===== src/rtl/addsub_pkg.sv =====
// Shared defaults, segment width and flag bundle for the pipelined add/sub block.
package addsub_pkg;

    localparam int unsigned DEFAULT_WIDTH  = 32;
    localparam int unsigned DEFAULT_STAGES = 4;
    localparam int unsigned SEG_W          = DEFAULT_WIDTH / DEFAULT_STAGES;

    typedef struct packed {
        logic overflow;
        logic zero;
        logic negative;
    } addsubFlags_t;

    // Signed overflow uses the effective (possibly inverted) second operand.
    function automatic addsubFlags_t calcFlags(input logic aMsb, input logic bMsb,
                                               input logic sumMsb, input logic isZero);
        addsubFlags_t f;
        f.overflow = (aMsb == bMsb) && (sumMsb != aMsb);
        f.zero     = isZero;
        f.negative = sumMsb;
        return f;
    endfunction

endpackage


===== src/rtl/addsub_segment.sv =====
// Combinational slice of the carry chain: WIDTH-bit sum with carry in and out.
module addsub_segment
    import addsub_pkg::*;
#(
    parameter int unsigned WIDTH = SEG_W
) (
    input  logic [WIDTH-1:0] a,
    input  logic [WIDTH-1:0] b,
    input  logic             carryIn,
    output logic [WIDTH-1:0] sum,
    output logic             carryOut
);

    logic [WIDTH:0] full;

    assign full     = {1'b0, a} + {1'b0, b} + (WIDTH + 1)'(carryIn);
    assign sum      = full[WIDTH-1:0];
    assign carryOut = full[WIDTH];

endmodule


===== src/rtl/pipelined_addsub.sv =====
// Pipelined adder/subtractor with the carry chain split into STAGES registered segments.
// Optional flag outputs (overflow, zero, negative) are built only with PIPELINED_ADDSUB_FLAGS_EN.
module pipelined_addsub
    import addsub_pkg::*;
#(
    parameter int unsigned WIDTH  = DEFAULT_WIDTH,
    parameter int unsigned STAGES = DEFAULT_STAGES
) (
    input  logic             clk,
    input  logic             rst_n,
    input  logic             in_valid,
    output logic             in_ready,
    input  logic [WIDTH-1:0] op_a,
    input  logic [WIDTH-1:0] op_b,
    input  logic             sub,
    input  logic             carry_in,
    output logic             out_valid,
    input  logic             out_ready,
    output logic [WIDTH-1:0] sum,
    output logic             carry_out,
    output logic             overflow,
    output logic             zero,
    output logic             negative
);

    // WIDTH must be a multiple of STAGES, 1 <= STAGES <= WIDTH.
    localparam int unsigned SEG_LEN = WIDTH / STAGES;

    logic              stall;
    logic              advance;
    logic [STAGES-1:0] validPipe;

    assign stall     = validPipe[STAGES-1] && !out_ready;
    assign advance   = !stall;
    assign in_ready  = advance;
    assign out_valid = validPipe[STAGES-1];

    // Bit k marks the register bank behind segment k; the top bit is the output bank.
    always_ff @(posedge clk or negedge rst_n) begin
        if (!rst_n) begin
            validPipe <= '0;
        end else if (advance) begin
            validPipe <= (validPipe << 1) | STAGES'(in_valid);
        end
    end

    for (genvar k = 0; k < STAGES; k++) begin : g_stage
        localparam int unsigned REM  = WIDTH - k * SEG_LEN;
        localparam int unsigned DONE = k * SEG_LEN;

        logic [REM-1:0]          aSrc;
        logic [REM-1:0]          bSrc;
        logic                    carrySrc;
        logic [SEG_LEN-1:0]      segSum;
        logic                    segCarry;
        logic [DONE+SEG_LEN-1:0] sumFull;

        if (k == 0) begin : g_head
            assign aSrc     = op_a;
            assign bSrc     = sub ? ~op_b : op_b;
            assign carrySrc = carry_in ^ sub;
            assign sumFull  = segSum;
        end else begin : g_body
            // Only the still-unresolved upper operand bits travel with the beat.
            logic [REM-1:0]  aQ;
            logic [REM-1:0]  bQ;
            logic            carryQ;
            logic [DONE-1:0] sumQ;

            always_ff @(posedge clk or negedge rst_n) begin
                if (!rst_n) begin
                    aQ     <= '0;
                    bQ     <= '0;
                    carryQ <= 1'b0;
                    sumQ   <= '0;
                end else if (advance) begin
                    aQ     <= g_stage[k-1].aSrc[REM+SEG_LEN-1:SEG_LEN];
                    bQ     <= g_stage[k-1].bSrc[REM+SEG_LEN-1:SEG_LEN];
                    carryQ <= g_stage[k-1].segCarry;
                    sumQ   <= g_stage[k-1].sumFull;
                end
            end

            assign aSrc     = aQ;
            assign bSrc     = bQ;
            assign carrySrc = carryQ;
            assign sumFull  = {segSum, sumQ};
        end

        addsub_segment #(
            .WIDTH(SEG_LEN)
        ) u_segment (
            .a       (aSrc[SEG_LEN-1:0]),
            .b       (bSrc[SEG_LEN-1:0]),
            .carryIn (carrySrc),
            .sum     (segSum),
            .carryOut(segCarry)
        );
    end

    // Output bank captures the fully resolved sum from the last segment.
    always_ff @(posedge clk or negedge rst_n) begin
        if (!rst_n) begin
            sum       <= '0;
            carry_out <= 1'b0;
        end else if (advance) begin
            sum       <= g_stage[STAGES-1].sumFull;
            carry_out <= g_stage[STAGES-1].segCarry;
        end
    end

`ifdef PIPELINED_ADDSUB_FLAGS_EN
    addsubFlags_t flagsQ;

    always_ff @(posedge clk or negedge rst_n) begin
        if (!rst_n) begin
            flagsQ <= '0;
        end else if (advance) begin
            flagsQ <= calcFlags(g_stage[STAGES-1].aSrc[SEG_LEN-1],
                                g_stage[STAGES-1].bSrc[SEG_LEN-1],
                                g_stage[STAGES-1].segSum[SEG_LEN-1],
                                ~|g_stage[STAGES-1].sumFull);
        end
    end

    assign overflow = flagsQ.overflow;
    assign zero     = flagsQ.zero;
    assign negative = flagsQ.negative;
`else
    assign overflow = 1'b0;
    assign zero     = 1'b0;
    assign negative = 1'b0;
`endif

endmodule

===== config.mk =====
export PLATFORM = sky130hd
export DESIGN_NAME = pipelined_addsub
export DESIGN_NICKNAME = d
export VERILOG_FILES = /design/src/rtl/addsub_pkg.sv /design/src/rtl/addsub_segment.sv /design/src/rtl/pipelined_addsub.sv
export SDC_FILE = /design/constraint.sdc
export NUM_CORES = 1
export LEC_CHECK = 0
export BUFFER_PORTS_ARGS = -buffer_cell sky130_fd_sc_hd__buf_2
export CORE_ASPECT_RATIO = 1.2
export CORE_MARGIN = 4
export CORE_UTILIZATION = 50
export CTS_CLUSTER_DIAMETER = 40
export DETAILED_ROUTE_END_ITERATION = 10
export GPL_TIMING_DRIVEN = 0
export HOLD_SLACK_MARGIN = 0.06
export PLACE_DENSITY = 0.8
export SLEW_MARGIN = 0
export SYNTH_ARGS = -nofsm -noshare
export SYNTH_HDL_FRONTEND = slang
export SYNTH_SLANG_ARGS = --single-unit

===== constraint.sdc =====
create_clock -name clk -period 3.6 [get_ports clk]
set_clock_uncertainty 0.05 [all_clocks]
set_input_delay 0.72 -clock clk [delete_from_list [all_inputs] [get_ports clk]]
set_output_delay 0.72 -clock clk [all_outputs]
set_load 0.05 [all_outputs]

# == After elaboration in Yosys (flattened, before gate mapping) ==
# Index checks and enable logic that the tools add are counted.
# op_classes
reduce_logical,3
add_sub_neg,8
muxes,1
bitwise,3
# op_table
operator,count
$add A8 B8 Y9,4
$add A9 B1 Y9,4
$mux W32,1
$not A32 Y32,1
$or A4 B1 Y4,1
$logic_not A1 Y1,2
$logic_and A1 B1 Y1,1
$xor A1 B1 Y1,1
# totals
wordCells,30
in_bits,70
out_inout_bits,38
ff_bits,184

# == Logic depth before layout (Yosys ltp) ==
# depth
depth_word,4
ltp_mapped,10
ltp_nobuf,8

# == By module ==
# From an unflattened synthesis, not the netlist that was laid out.
# unflattened
hier_cells,593
hier_area_um2,8919.8
# modules_own_cells
mod,area_per_inst_um2,cells_per_inst,seq_area_each_um2,instances
pipelined_addsub,7593.5,431,4604.4,1
addsub_segment at g_stage[0].u_segment ...,331.6,40,0.0,3
addsub_segment at g_stage[2].u_segment,331.6,42,0.0,1

# == Least setup slack after synthesis ==
# No wires, ideal clock.
# synth_path
kind,input-to-reg
startpoint,input sub
endpoint,register g_stage[1].g_body.sumQ[6]
setup_time_ns,0.069
arrival_ns,2.666
t_required_ns,3.481
n_path_buf,2
slack_ns,0.815
cell_stages,10
path_cell_list,buf_2 buf_2 xor2_1 fa_1 inv_1 fa_1 nor2b_1 o31a_1 or3_1 nand3_1
# synth_via
elab_chain_cells,3
word_cells_on_any_way,4
cone_classes,2 x add/sub; 1 x mux; 1 x bitwise
# synth_lines
element,line,text
from (decl),pipelined_addsub.sv:15,"input logic sub,"
$mux W32,pipelined_addsub.sv:60,assign bSrc = sub ? ~op_b : op_b;
$add A8 B8 Y9,addsub_segment.sv:16,"assign full = {1'b0, a} + {1'b0, b} + (WIDTH + 1)'(carryIn);"
$add A9 B1 Y9 (*),addsub_segment.sv:16,
to (signal assigned),pipelined_addsub.sv:80,sumQ <= g_stage[k-1].sumFull;
to (decl),pipelined_addsub.sv:68,logic [DONE-1:0] sumQ;
# Mark *: on every way between the ends. The rest lies on a longest branch, timed or not.
# A chain may end at the register's enable or synchronous reset.

# == Worst setup path in the final report ==
# layout_path
startpoint,register validPipe[3]
endpoint,output in_ready
# layout_via
elab_chain_cells,2
# layout_lines
element,line,text
from (decl),pipelined_addsub.sv:31,logic [STAGES-1:0] validPipe;
from (signal assigned),pipelined_addsub.sv:43,validPipe <= (validPipe << 1) | STAGES'(in_valid);
$logic_and A1 B1 Y1,pipelined_addsub.sv:33,assign stall = validPipe[STAGES-1] && !out_ready;
$logic_not A1 Y1,pipelined_addsub.sv:34,assign advance = !stall;
to (decl),pipelined_addsub.sv:12,"output logic in_ready,"
# No other way between the ends.

==> flow_summary.toml <==
[routing]
drtPass1Iterations = 5
antenna_violating_nets_post_route = 0
avgRoutedWirePerCell_microns = 15.3
detail_route.wirelength_microns = 19700
drt_iter0_markers = 491
vias = 6687
vias_per_cell = 5.20
drc = 0

[grt]
antenna_violations_before_repair = 0
vias_in_the_first_global_route = 6557
grt_first_pass_wirelength_microns = 32300
gr-total-overflow = 0
grt_most_used_layer = "met2"
grt_usage_pct = 21.5
grt_use_met3_pct = 3.61
grt_start_max_net_pins = 94
global_route.usage.met1_pct = 27.5
grt_use_met2_pct = 36.2

[clock_network]
clk_latency_ns = 0.44
cts_htree_levels = 4
clock_tree_from_tritoncts = "yes"
postCtsResizedCells = 0
post-cts-setup-buffers = 0
worst_setup_hold_path_clk_slew_ns = 0.08
tritoncts.num_buffers = 17
hold_buf_cts = 0
cts_buffer_depth = 2
root_buffer = "sky130_fd_sc_hd__clkbuf_16"
clock-sinks = 184

[timing]
grt_setup_unrepaired = "no"
max_clock_freq_mhz = 355
report.final.hold_viol_count = 0
slew_violations = 0
worst_pin_slew_ns = 0.701
layout_worst_path_cycle_share_pct = 78.3
finalWorstSetupSlack_ns = 0.781
setup-violations-final = 0
whs_ns = 0.224
maxSlewHeadroom_pct = 53.3
finalCriticalPeriod_ns = 2.82

[die]
design.die.area_sq_um = 19400
dieHeight_microns = 152
chipWidth_microns = 128
initial_util_pct = 50.9
boundaryPins = 108
row_count = 52
core-area_sq_um = 16900

[layout]
fillers = 1493
drive_gt1_share_pct = 17.6
fin_nets = 1164
synth_to_layout_area_growth_pct = 16.3
post-route-util_pct = 59.2
n_antenna_cell = 0
final_area_sq_um = 10000

[run]
cap_violations = 0

[pwr]
ir_drop_worst_vdd_v = 0.000401
powerDensity_nw_per_um2 = 944
total_power_mw = 9.45
leakage_nw = 5.13

[outcome]
run_status = "completed"

[worst_setup_path]
endpoint_kind = "output pin"
ff2ff_path_depth = 6
type_of_origin_of_the_critical_path = "register"
r2r_setup_slk_ns = 1.13
worst-path-max-fanout = 10
cp_data_required_time_ns = 2.83
worstSetupPathType = "register to output pin"
worst_path_arrival_ns = 2.05

[yosys]
synth_area_leader_cell = "sky130_fd_sc_hd__dfrtp_1"
most_frequent_cells_after_synthesis = "430 x sky130_fd_sc_hd__nand2_1, 184 x sky130_fd_sc_hd__dfrtp_1, 52 x sky130_fd_sc_hd__o21ai_0"
netlist_instances = 933
ys_types = 38
synth_enable_flop_cells = 0
synth-seq-area-share_pct = 53.5
synthesis.area_per_instance_sq_um = 9.23
synth_async_sr_flop_share_pct = 100
netlist.area_leader.share_pct = 53.5
yosysWarningCount = 0
netlist_area_before_placement_sq_um = 8610
ys_top_cells_by_area = "sky130_fd_sc_hd__dfrtp_1 53%, sky130_fd_sc_hd__nand2_1 19%, sky130_fd_sc_hd__ha_1 4.1%"
postSynth.topFlopCell = "sky130_fd_sc_hd__dfrtp_1"
synth.most_common_cell = "sky130_fd_sc_hd__nand2_1"
ys_ff_latch = 184

[place]
post-place-ws_ns = 0.555
dp_hpwl_microns = 14600
dpl_cell_area_sq_um = 9440
routabilityCongestion = 0.907
placement.io_buffers = 103

[min_path]
hold_class = "primary input to asynchronous set/reset pin"
-- flip-flops by register name, summed over array words and instances (netlist names) --
signal and flops:
g_stage.g_body.sumQ 48, g_stage.bSrc 48, carry_out 1, validPipe 4, g_stage.carrySrc 3, g_stage.aSrc 48
sum 32
-- where the power goes --
group          leakage [nW]  internal [mW]  switching [mW]
logic                  2.62           1.44            2.64
registers              2.22           2.99           0.567
clock network         0.287          0.925           0.886
-- placed cells by master (no fill, tap or decap), types with 17 or more instances in the layout --
cell | Yosys | layout
sky130_fd_sc_hd__clkbuf_16 | 0 | 17
sky130_fd_sc_hd__buf_2 | 40 | 142
sky130_fd_sc_hd__dfrtp_1 | 184 | 184
sky130_fd_sc_hd__xnor2_1 | 27 | 27
sky130_fd_sc_hd__nor3b_1 | 18 | 18
sky130_fd_sc_hd__nand2_1 | 430 | 430
sky130_fd_sc_hd__a211oi_1 | 19 | 19
sky130_fd_sc_hd__ha_1 | 28 | 28
sky130_fd_sc_hd__o21ai_0 | 52 | 52
-- stage by stage --
stage,setup TNS [ns],instances
finish,0,1287
detailed placement,0,1255
CTS,0,1287
floorplan,0,935
global placement,-194.06,1254
global route,0,1287
-- worst max-delay path, cell delays in order (launching register included) --
cell                      delay, ns
sky130_fd_sc_hd__dfrtp_1       0.38
sky130_fd_sc_hd__nor2b_4       0.13
sky130_fd_sc_hd__buf_6         0.13
sky130_fd_sc_hd__inv_2         0.19
sky130_fd_sc_hd__buf_4         0.24
sky130_fd_sc_hd__buf_2         0.23
sky130_fd_sc_hd__buf_2         0.29
-- layout make-up --
| type | instances | area (sq um) | area share [%] |
|---|---|---|---|
| flip-flops and latches | 184 | 4600 | 46.0 |
| multi-input cells | 697 | 3720 | 37.2 |
| repair buffers | 104 | 553 | 5.52 |
| clock buffers | 17 | 425 | 4.25 |
| plain buffers | 50 | 272 | 2.71 |
| well taps | 216 | 270 | 2.70 |
| clock inverters | 15 | 149 | 1.49 |
| inverters | 4 | 15.0 | 0.150 |
-- metal layers --
layer	wire length (microns)	vias to the layer above
met3	1240	40
met1	8160	3145
met2	9770	200
li1	-	3302
met5	0	-
met4	522	0
-- final timing paths --
| path | startpoint | to |
|---|---|---|
| min in group clk | sum[11] | sum[11] |
| setup reg to reg | g_stage[1].aSrc[0] | g_stage[2].carrySrc |
| max in group asynchronous | rst_n | g_stage[1].bSrc[14] |
| setup / recovery | validPipe[3] | in_ready |
| hold / removal | rst_n | g_stage[1].aSrc[19] |
| hold reg to reg | sum[11] | sum[11] |
-- logic make-up after synthesis --
kind of cell / share of synthesized area [%]
AOI/OAI and AO/OA: 9.11
xor gates and xnor gates: 3.77
adders and majority gates: 5.93
buffers and inverters: 3.33
DFF: 53.5
muxes: 0.349
other: 0.0436
and+or+nand+nor: 24.0
(Power assumes the default switching activity.)
